### src/rtl/gate_sweep_pkg.sv
// Shared constants and types for the gate sweep controller.
package gate_sweep_pkg;

  localparam int unsigned VEC_W   = 4;
  localparam int unsigned NUM_VEC = 16;
  localparam int unsigned ERR_W   = 5;

  localparam logic [VEC_W-1:0] LAST_IDX = VEC_W'(NUM_VEC - 1);
  localparam logic [ERR_W-1:0] ERR_MAX  = ERR_W'(NUM_VEC);

  // Reference truth tables, bit i = expected e for {a,b,c,d} == i
  localparam logic [NUM_VEC-1:0] OR4_TT  = 16'hFFFE;
  localparam logic [NUM_VEC-1:0] AND4_TT = 16'h8000;

  typedef enum logic [1:0] {
    StIdle   = 2'd0,
    StSettle = 2'd1,
    StSample = 2'd2,
    StFin    = 2'd3
  } sweep_state_e;

endpackage

### src/rtl/gate_sweep_ctrl_settle_timer.sv
// Loadable down-counter that holds at zero; flags when the settle time has elapsed.
module sweep_settle_timer
  import gate_sweep_pkg::*;
(
  input  logic             clk,
  input  logic             rst_n,
  input  logic             load,
  input  logic [VEC_W-1:0] value,
  output logic             zero
);

  logic [VEC_W-1:0] cnt_q;

  // Load has priority over counting down; counting stops at zero
  always_ff @(posedge clk or negedge rst_n) begin
    if (!rst_n) begin
      cnt_q <= '0;
    end else if (load) begin
      cnt_q <= value;
    end else if (cnt_q != '0) begin
      cnt_q <= cnt_q - 1'b1;
    end
  end

  assign zero = (cnt_q == '0);

endmodule

### src/rtl/gate_sweep_ctrl.sv
// Checked exhaustive sweep of a 4-input gate: drives all 16 vectors, waits a
// settle time per vector, compares e against EXPECT_TT and reports the result.
// Optional macro GATE_SWEEP_TT_CAPTURE_EN adds obs_tt, the observed truth table.
module gate_sweep_ctrl
  import gate_sweep_pkg::*;
#(
  parameter int unsigned          SETTLE_CYCLES = 2,
  parameter logic [NUM_VEC-1:0]   EXPECT_TT     = OR4_TT
) (
  input  logic             clk,
  input  logic             rst_n,
  input  logic             start,
  input  logic             abort,
  output logic             a,
  output logic             b,
  output logic             c,
  output logic             d,
  input  logic             e,
  output logic             busy,
  output logic             done,
  output logic             pass,
  output logic [ERR_W-1:0] err_cnt,
`ifdef GATE_SWEEP_TT_CAPTURE_EN
  output logic [NUM_VEC-1:0] obs_tt,
`endif
  output logic [VEC_W-1:0] first_fail_idx,
  output logic             first_fail_vld
);

  localparam logic [VEC_W-1:0] SETTLE_LOAD = VEC_W'(SETTLE_CYCLES - 1);

  sweep_state_e     state_q, state_d;
  logic [VEC_W-1:0] idx_q;
  logic [ERR_W-1:0] err_cnt_q;
  logic [VEC_W-1:0] ff_idx_q;
  logic             ff_vld_q;
  logic             pass_q;
  logic             cnt_zero;
  logic             sweep_start;
  logic             sample_en;
  logic             mismatch;
  logic             timer_load;

  // Abort only matters outside IDLE, but it also vetoes a start in IDLE
  assign sweep_start = (state_q == StIdle) && start && !abort;
  assign sample_en   = (state_q == StSample) && !abort;
  assign mismatch    = (e != EXPECT_TT[idx_q]);
  assign timer_load  = sweep_start || (sample_en && (idx_q != LAST_IDX));

  sweep_settle_timer u_settle_timer (
    .clk   (clk),
    .rst_n (rst_n),
    .load  (timer_load),
    .value (SETTLE_LOAD),
    .zero  (cnt_zero)
  );

  // State register
  always_ff @(posedge clk or negedge rst_n) begin
    if (!rst_n) begin
      state_q <= StIdle;
    end else begin
      state_q <= state_d;
    end
  end

  // Next-state logic; abort outranks every normal transition
  always_comb begin
    state_d = state_q;
    unique case (state_q)
      StIdle: begin
        if (sweep_start) state_d = StSettle;
      end
      StSettle: begin
        if (abort)         state_d = StIdle;
        else if (cnt_zero) state_d = StSample;
      end
      StSample: begin
        if (abort)                   state_d = StIdle;
        else if (idx_q == LAST_IDX)  state_d = StFin;
        else                         state_d = StSettle;
      end
      StFin: begin
        state_d = StIdle;
      end
      default: state_d = StIdle;
    endcase
  end

  // Sweep datapath: vector index, error bookkeeping and final verdict
  always_ff @(posedge clk or negedge rst_n) begin
    if (!rst_n) begin
      idx_q     <= '0;
      err_cnt_q <= '0;
      ff_idx_q  <= '0;
      ff_vld_q  <= 1'b0;
      pass_q    <= 1'b0;
    end else if (sweep_start) begin
      idx_q     <= '0;
      err_cnt_q <= '0;
      ff_idx_q  <= '0;
      ff_vld_q  <= 1'b0;
      pass_q    <= 1'b0;
    end else begin
      if (sample_en) begin
        // idx never wraps: the last vector leaves it at 15
        if (idx_q != LAST_IDX) idx_q <= idx_q + 1'b1;
        if (mismatch) begin
          if (err_cnt_q != ERR_MAX) err_cnt_q <= err_cnt_q + 1'b1;
          if (!ff_vld_q) begin
            ff_idx_q <= idx_q;
            ff_vld_q <= 1'b1;
          end
        end
      end
      if ((state_q == StFin) && !abort) pass_q <= (err_cnt_q == '0);
    end
  end

`ifdef GATE_SWEEP_TT_CAPTURE_EN
  logic [NUM_VEC-1:0] obs_tt_q;

  // Observed truth table, one bit written per completed sample
  always_ff @(posedge clk or negedge rst_n) begin
    if (!rst_n) begin
      obs_tt_q <= '0;
    end else if (sweep_start) begin
      obs_tt_q <= '0;
    end else if (sample_en) begin
      obs_tt_q[idx_q] <= e;
    end
  end

  assign obs_tt = obs_tt_q;
`endif

  // Moore outputs; done is suppressed if abort lands on the FIN cycle
  always_comb begin
    {a, b, c, d} = '0;
    busy         = 1'b0;
    done         = 1'b0;
    unique case (state_q)
      StSettle, StSample: begin
        {a, b, c, d} = idx_q;
        busy         = 1'b1;
      end
      StFin: begin
        busy = 1'b1;
        done = !abort;
      end
      default: ;
    endcase
  end

  assign pass           = pass_q;
  assign err_cnt        = err_cnt_q;
  assign first_fail_idx = ff_idx_q;
  assign first_fail_vld = ff_vld_q;

endmodule

### config.mk
export PLATFORM = sky130hd
export DESIGN_NAME = gate_sweep_ctrl
export DESIGN_NICKNAME = d
export VERILOG_FILES = /design/src/rtl/gate_sweep_pkg.sv /design/src/rtl/gate_sweep_ctrl_settle_timer.sv /design/src/rtl/gate_sweep_ctrl.sv
export SDC_FILE = /design/constraint.sdc
export NUM_CORES = 1
export LEC_CHECK = 0
export BUFFER_PORTS_ARGS = -buffer_cell sky130_fd_sc_hd__buf_2
export CAP_MARGIN = 25
export CORE_UTILIZATION = 30
export DETAILED_ROUTE_END_ITERATION = 6
export PLACE_DENSITY = 0.59
export REMOVE_ABC_BUFFERS = 1
export SLEW_MARGIN = 20
export SYNTH_ARGS = -nofsm -noshare
export SYNTH_HDL_FRONTEND = slang
export SYNTH_HIERARCHICAL = 1
export SYNTH_SLANG_ARGS = --single-unit
### constraint.sdc
create_clock -name clk -period 2.2 [get_ports clk]
set_input_delay 0.33 -clock clk [delete_from_list [all_inputs] [get_ports clk]]
set_output_delay 0.33 -clock clk [all_outputs]
set_load 0.02 [all_outputs]
==> metrics, run 1 <==
Synth warnings=6; number of global-route vias before repair=~990; Worst setup SP type=register; via count=roughly 1.0k; final wirelength=2670 µm; status=complete, no violations; Sink Count=21; max frequency=around 520 MHz; H-Tree Depth=1; worst-path fanout max=8; maximum VDD drop=0.547 mV; first-pass GRT wire length=~4500 µm; CP endpoint kind=register; full die area=between 0.004 and 0.005 mm²; final RePlAce weighted congestion=between 0.8 and 0.9; Via-to-Cell Ratio=about 5; per-cell routed wire length=~13 µm; core area=about 0.004 mm²; fraction of layout cells with a size suffix above 1=a little over a fifth; gr usage total=between 10% and 20%; Initial Util=a little under a third; ys async rst share=between 90% and 100%; Slew @ Worst Pin=0.719 ns; Hold WC Path Type=in2async; Arr. time, crit path=2.09 ns; Tmin final=about 1.9 ns; Initial DRC Count=91; skew final=0.00237 ns; DR DRC count=0; largest net degree at the start of global routing=22; Final period util=about nine tenths; CTS buffer count=3; Pwr Total=between 1000 and 1500 µW; IO Count=22; CTS tree=built; row count=23; # diodes=0; final setup fails=0; height of the die=around 67 µm; cell count after synthesis=between 100 and 150; Pwr per Cell Area=between 900 and 1000 mW/mm²; Fill cells=about 420; clock buffer depth=2; critical path class=reg2reg; most frequent cells in the layout=dfrtp_1 (21), buf_2 (21), inv_1 (12), ha_1 (9); Detail Route Antenna Nets=0; input/output buffers=21; area of the multi-input gates=approximately 670 µm²; Area Overhead vs Synth=18.2%; Register Area=roughly 530 µm²; Slew headroom=between 50% and 60%; CP required=about 2.4 ns; Worst-path clk slew=about 0.08 ns; Post-synth EDFFs=0; Max Cap Viol=0; Hold Buf Count CTS=0; register area share after synthesis=42.0%; DP HPWL=2010 µm; # nets final=172; final setup margin=0.263 ns; Pleak=about 0.00071 µW; postcts setup bufs=0; antenna violations before repair=0; Clock Tree Root=clkbuf_8; Die X=around 67 µm; Slew Viols, Final=0; dpl ws=0.287 ns; CTS resizes=0; Synth Area per Inst=9.56 µm²; post-synthesis cell type count=37; Synth Flop Type=dfrtp_1; FF+latch count, synth=21; RSZ-0062 raised after global routing=false; Initial DRT Pass Iterations=4; final hold slack=approximately 0.026 ns; total gr overflow=0; setup_tns=0 ns; Cell Area, Synth=around 0.0013 mm²; Fin. Hold Viols=0; Clock Latency Late Sink=~0.26 ns
[metal layers]
metal / up-vias / part of all wire (%) / track usage [%]
met1: 503 / 45 / 16.4
met2: 21 / 50 / 23.6
li1: 505 / - / -
met3: 2 / 3.9 / 3.60
met5: - / 0 / 0
met4: 0 / 0.49 / 2.66
[worst max-delay path: stages (launching register included)]
cell and delay, ns:
dfrtp_1 0.42, inv_1 0.09, ha_1 0.19, nor2b_1 0.31
nand2_1 0.16, nand2_1 0.24, nor3_1 0.08, a221o_1 0.32
[sequential cells by signal, summed over array words and instances (netlist names)]
name	cells
idx_q	4
err_cnt	5
u_settle_timer/cnt_q	4
first_fail_vld	1
first_fail_idx	4
state_q	2
pass	1
[cell type report]
| type | instances | share of cell area [%] |
|---|---|---|
| Clock buffer | 3 | 2.79 |
| Clock inverter | 1 | 0.338 |
| Inverter | 12 | 3.04 |
| Multi-Input combinational cell | 96 | 45.5 |
| Sequential cell | 21 | 35.5 |
| Tap cell | 50 | 4.23 |
| Timing Repair Buffer | 24 | 8.62 |
[power breakdown]
part / total [µW] / internal (µW) / switching (µW)
combinational: 535 / 238 / 297
clock: 258 / 126 / 132
sequential: 539 / 462 / 77.0
[logic make-up after synthesis]
| group | share of synthesized area (%) |
|---|---|
| AO/OA/AOI/OAI | 14.0 |
| XOR/XNOR | 2.80 |
| adder cells (fa/ha/maj) | 8.99 |
| buffers and inverters | 4.89 |
| flip-flops | 42.0 |
| multiplexers | 4.40 |
| other | 0.600 |
| AND/OR/NAND/NOR | 22.4 |
[worst paths after layout]
path                       depth (start not counted)                       to       start  slack (ns)
setup / recovery                                   7  u_settle_timer/cnt_q[3]  state_q[0]        0.26
hold / removal                                     1               err_cnt[3]       rst_n        0.03
setup reg to reg                                   7  u_settle_timer/cnt_q[3]  state_q[0]        0.26
hold reg to reg                                    2                     pass        pass        0.52
max in group asynchronous                          1                 idx_q[2]       rst_n        1.84
min in group clk                                   4               state_q[0]       abort        0.51
[cell usage after synthesis (3+ instances only)]
master     n  share of area [%]
a21oi_1    8                3.2
and2_1     4                2.0
dfrtp_1   21                 42
ha_1       9                9.0
inv_1     12                3.6
mux2i_1    3                2.4
nand2_1    8                2.4
nand3_1    7                2.8
nor2_1     6                1.8
nor2b_1    4                2.0
nor3b_1    3                1.8
o211ai_1   5                3.0
o21ai_0    6                2.4
o31ai_1    3                1.8
or3_1      3                1.5
[per-stage QoR]
step	util, %	instances	instance area, µm²
CTS	37.0	207	1480
detailed placement	35.8	203	1430
finish	37.0	207	1480
global route	37.0	207	1480
floorplan	-	129	1240
global placement	35.8	203	1430
Note: power is estimated with default switching activity, not from simulation.
==> run 2, diff against run 1 <==
--- a/config.mk
+++ b/config.mk
@@ -9,7 +9,7 @@
 export CAP_MARGIN = 25
 export CORE_UTILIZATION = 30
 export DETAILED_ROUTE_END_ITERATION = 6
-export PLACE_DENSITY = 0.59
+export PLACE_DENSITY = 0.47
 export REMOVE_ABC_BUFFERS = 1
 export SLEW_MARGIN = 20
 export SYNTH_ARGS = -nofsm -noshare
==> run 2 against run 1 <==
Global-route usage fell by 0.63 points; combinational power decreased by 2%; cell count unchanged.
==> metrics, run 2 (synthesis gave the netlist of run 1 again) <==
status=complete, no violations; largest net degree at the start of global routing=22; Clock Tree Root=clkbuf_8; Slew Viols, Final=0; full die area=approximately 0.0044 mm²; Reg2Reg Setup Slack=0.25 ns; most frequent cells in the layout=dfrtp_1 (21), buf_2 (21), inv_1 (12), ha_1 (9); CTS tree=built; Initial DRT Pass Iterations=4; final wirelength=around 2500 µm; final RePlAce weighted congestion=0.741; clock buffer depth=2; IO Count=22; setup_tns=0 ns; Sw Share=~37%; total gr overflow=0; CP endpoint kind=register; # diodes=0; Net Sw Power=approximately 500 µW; Worst R2R Start=state_q[0]; antenna violations before repair=0; clock share of power=~19%; per-cell routed wire length=12.3 µm; Worst setup SP type=register; Arr. time, crit path=2.09 ns; Via-to-Cell Ratio=4.96; DR DRC count=0; Pleak=a little over 0.0007 µW; Clock Latency Late Sink=0.26 ns; postcts setup bufs=0; gr usage total=roughly 13%; fraction of layout cells with a size suffix above 1=between 20% and 30%; Initial Util=a little under a third; worst-case reg-to-reg path depth=7; worst-path fanout max=8; Slew @ Worst Pin=between 0.6 and 0.7 ns; Worst-path clk slew=~0.080 ns; internal power=approximately 830 µW; Initial DRC Count=53; critical path class=reg2reg; via count=between 1k and 1.5k; Fin. Hold Viols=0; Post-Place Cells=roughly 200; number of global-route vias before repair=933; Detail Route Antenna Nets=0; Flop pwr share=about two fifths; RSZ-0062 raised after global routing=false; Slew headroom=54.7%; Largest register FFs=5; final setup fails=0; fin cells=around 210; core area=approximately 0.004 mm²; height of the die=roughly 67 µm; CTS buffer count=3; Tmin final=about 1.9 ns; skew final=between 0.005 and 0.006 ns; # nets final=172; H-Tree Depth=1; first-pass GRT wire length=4280 µm; row count=23; Max Cap Viol=0; Worst R2R End=u_settle_timer/cnt_q[3]; CTS resizes=0; CP required=between 2 and 2.5 ns; Die X=about 67 µm; max frequency=514 MHz; Sink Count=21; DP HPWL=between 1500 and 2000 µm; Final period util=between 80% and 90%; Hold Buf Count CTS=0; maximum VDD drop=about 0.26 mV; Pwr per Cell Area=~890 mW/mm²; input/output buffers=21; Hold WC Path Type=in2async; final core occ=between 30% and 40%; Combinational Power Share=roughly two fifths; Area Overhead vs Synth=18.2%
run 2: worst max-delay path by stage:
stage / cells after the start / to / start / slack (ns)
after floorplan: 6 / err_cnt[2] / idx_q[0] / 0.44
after global placement: 7 / u_settle_timer/cnt_q[3] / state_q[0] / 0.28
after detailed placement: 7 / u_settle_timer/cnt_q[3] / state_q[0] / 0.28
after CTS: 7 / u_settle_timer/cnt_q[3] / state_q[0] / 0.25
after global routing: 7 / u_settle_timer/cnt_q[3] / state_q[0] / 0.04
final: 7 / u_settle_timer/cnt_q[3] / state_q[0] / 0.25
run 2: critical path, stage by stage, from the launching register on:
cell and delay [ns]:
dfrtp_1 0.42, inv_1 0.10, ha_1 0.20, nor2b_1 0.32, nand2_1 0.16, nand2_1 0.24
nor3_1 0.08, a221o_1 0.31
run 2: area by class of cell:
type,instances,area [µm²]
inverters,12,45.0
repair buffers,24,128
well taps,50,62.6
clock inverters,1,5.00
flip-flops and latches,21,526
multi-input cells,96,673
clock buffers,3,41.3
fillers,416,2520
run 2: stage by stage:
stage | power, µW | worst slack (ns) | hold slack [ns] | instance area, µm²
floorplan | 936 | 0.444 | 0.0344 | 1240
global placement | 1070 | 0.279 | 0.330 | 1430
detailed placement | 1080 | 0.277 | 0.335 | 1430
CTS | 1340 | 0.250 | 0.0429 | 1480
global route | 1450 | 0.0449 | 0.0606 | 1480
finish | 1320 | 0.254 | 0.0275 | 1480
run 2: layer usage:
layer	wire, µm	share of wire [%]	up-vias	GRT usage (%)
met5	0	0	-	0
met4	21	0.83	0	4.79
met3	140	5.5	2	2.23
met2	1100	43	22	19.2
met1	1280	50	495	18.2
li1	-	-	507	-
run 2: power groups by stage:
stage                     sequential, µW  combinational (µW)  clock, µW
after global placement               545                 522          0
after floorplan                      551                 385          0
after CTS                            543                 531        268
final                                542                 523        256
after global routing                 555                 610        284
after detailed placement             551                 527          0
==> run 3, diff against run 2 <==
--- a/config.mk
+++ b/config.mk
@@ -10,7 +10,6 @@
 export CORE_UTILIZATION = 30
 export DETAILED_ROUTE_END_ITERATION = 6
 export PLACE_DENSITY = 0.47
-export REMOVE_ABC_BUFFERS = 1
 export SLEW_MARGIN = 20
 export SYNTH_ARGS = -nofsm -noshare
 export SYNTH_HDL_FRONTEND = slang
==> run 3 against run 2 <==
Total power is 0.70% higher; design area is 0.51% higher; sequential share of layout area is 0.18 points lower; worst hold slack worse by 0.0038 ns; sequential cell count stayed put; clock skew is 0.0031 ns lower; worst setup slack better by 0.093 ns; first-iteration DRC count is 17% higher; critical endpoint is now err_cnt[0]; largest cell class unchanged.
==> metrics, run 3 (synthesis gave the netlist of run 1 again) <==
Pleak=just over 0.0007 µW; setup_tns=0 ns; M1 GR Usage=17.7%; final setup fails=0; met2 Track Usage GR=22.6%; Crit path depth=7; critical path's slowest cell=dfrtp_1; Via-to-Cell Ratio=about 4.9; Fill cells=between 400 and 500; CTS buffer count=3; skew final=between 0.002 and 0.003 ns; postcts setup bufs=0; GR Util met3=4.45%; Largest register FFs=5; Slew Viols, Final=0; antenna violations before repair=0; # nets final=between 150 and 200; Hold Buf Count CTS=0; internal power=828 µW; DP HPWL=1970 µm; input/output buffers=21; Arr. time, crit path=roughly 2.0 ns; clock buffer depth=2; first-pass GRT wire length=roughly 4500 µm; Combinational Power Share=approximately 40%; Tmin final=approximately 1.9 ns; Slew @ Worst Pin=between 0.6 and 0.7 ns; CP bufs+invs=2; GRT busiest layer=met2; Clock Latency Late Sink=around 0.26 ns; final setup margin=about 0.35 ns; maximum VDD drop=between 0.4 and 0.5 mV; number of global-route vias before repair=~950; DR DRC count=0; per-cell routed wire length=12.7 µm; Pwr Total=approximately 1300 µW; Sw Share=37.7%; IO Count=22; height of the die=between 60 and 70 µm; Initial DRC Count=62; Sink Count=21; # diodes=0; Crit path largest cell delay=~0.4 ns; Cell Chain, Critical Path=inv_1 -> ha_1 -> nor3b_2 -> mux2i_2 -> buf_4 -> o21ai_0 -> a21oi_1; CTS resizes=0; final wirelength=roughly 2600 µm; critical path class=reg2reg; CP required=approximately 2.4 ns; Final period util=roughly 84%; dpl ws=0.366 ns; fin cells=approximately 210; Flop pwr share=approximately 41%; Clock Tree Root=clkbuf_8; gr usage total=between 10% and 20%; clock share of power=~19%; Net Sw Power=about 500 µW; Post-Place Cells=204; largest net degree at the start of global routing=22; CP endpoint kind=register; worst-path fanout max=12; CTS tree=built; most frequent cells in the layout=dfrtp_1 (21), buf_2 (21), inv_1 (12), ha_1 (9); final RePlAce weighted congestion=around 0.75; core area=~0.004 mm²; Area Overhead vs Synth=18.8%; Worst-path clk slew=around 0.080 ns; Max Cap Viol=0; delay-heaviest family, CP=flip-flops; Worst setup SP type=register; Initial DRT Pass Iterations=4; via count=about 1k; Initial Util=31.3%; full die area=roughly 0.0044 mm²; fraction of layout cells with a size suffix above 1=around 22%; Pwr per Cell Area=between 800 and 900 mW/mm²; Slew headroom=between 50% and 60%; Fin. Hold Viols=0; Hold WC Path Type=in2async; status=complete, no violations; Die X=between 60 and 70 µm; row count=23; RSZ-0062 raised after global routing=false; total gr overflow=0; Detail Route Antenna Nets=0; final core occ=37.2%; max frequency=540 MHz; worst-case reg-to-reg path depth=7; H-Tree Depth=1
run 3: power groups by stage:
stage	clock network, µW	registers, µW	logic (µW)
floorplan	0	544	399
global placement	0	544	524
detailed placement	0	550	535
CTS	273	542	537
global route	289	556	599
finish	256	541	532
run 3: worst register-to-register path, delay by kind of cell, from the launching register on:
family                   cells  cell delay [ns]
flip-flops                   1             0.41
multiplexers                 1             0.40
buffers and inverters        2             0.38
AO/OA/AOI/OAI                2             0.25
AND/OR/NAND/NOR              1             0.20
adder cells (fa/ha/maj)      1             0.15
run 3: path summary, 6_finish.rpt:
check,end,slack (ns),from
setup / recovery,err_cnt[0],0.35,idx_q[0]
setup reg to reg,err_cnt[0],0.35,idx_q[0]
min in group clk,state_q[0],0.48,abort
max in group asynchronous,state_q[0],1.84,rst_n
hold / removal,first_fail_idx[3],0.02,rst_n
hold reg to reg,pass,0.53,pass
run 3: area by class of cell:
type / count / area, µm² / area share (%)
sequential: 21 / 526 / 35.3
inverter: 12 / 45.0 / 3.03
timing repair buffer: 25 / 135 / 9.08
clock inverter: 1 / 5.00 / 0.336
multi-input combinational: 96 / 673 / 45.2
clock buffer: 3 / 41.3 / 2.78
tap: 50 / 62.6 / 4.21
run 3: per-stage QoR:
| step | hold slack (ns) | instance area, µm² |
|---|---|---|
| finish | 0.0237 | 1490 |
| global route | 0.0453 | 1490 |
| CTS | 0.0308 | 1490 |
| detailed placement | 0.327 | 1440 |
| global placement | 0.332 | 1440 |
| floorplan | 0.0344 | 1260 |
run 3: per-layer routing:
metal | wire, µm | vias to the layer above | share of wire [%]
met5 | 0 | - | 0
met4 | 18 | 0 | 0.68
met3 | 147 | 2 | 5.6
met2 | 1220 | 28 | 46
met1 | 1260 | 487 | 48
li1 | - | 509 | -
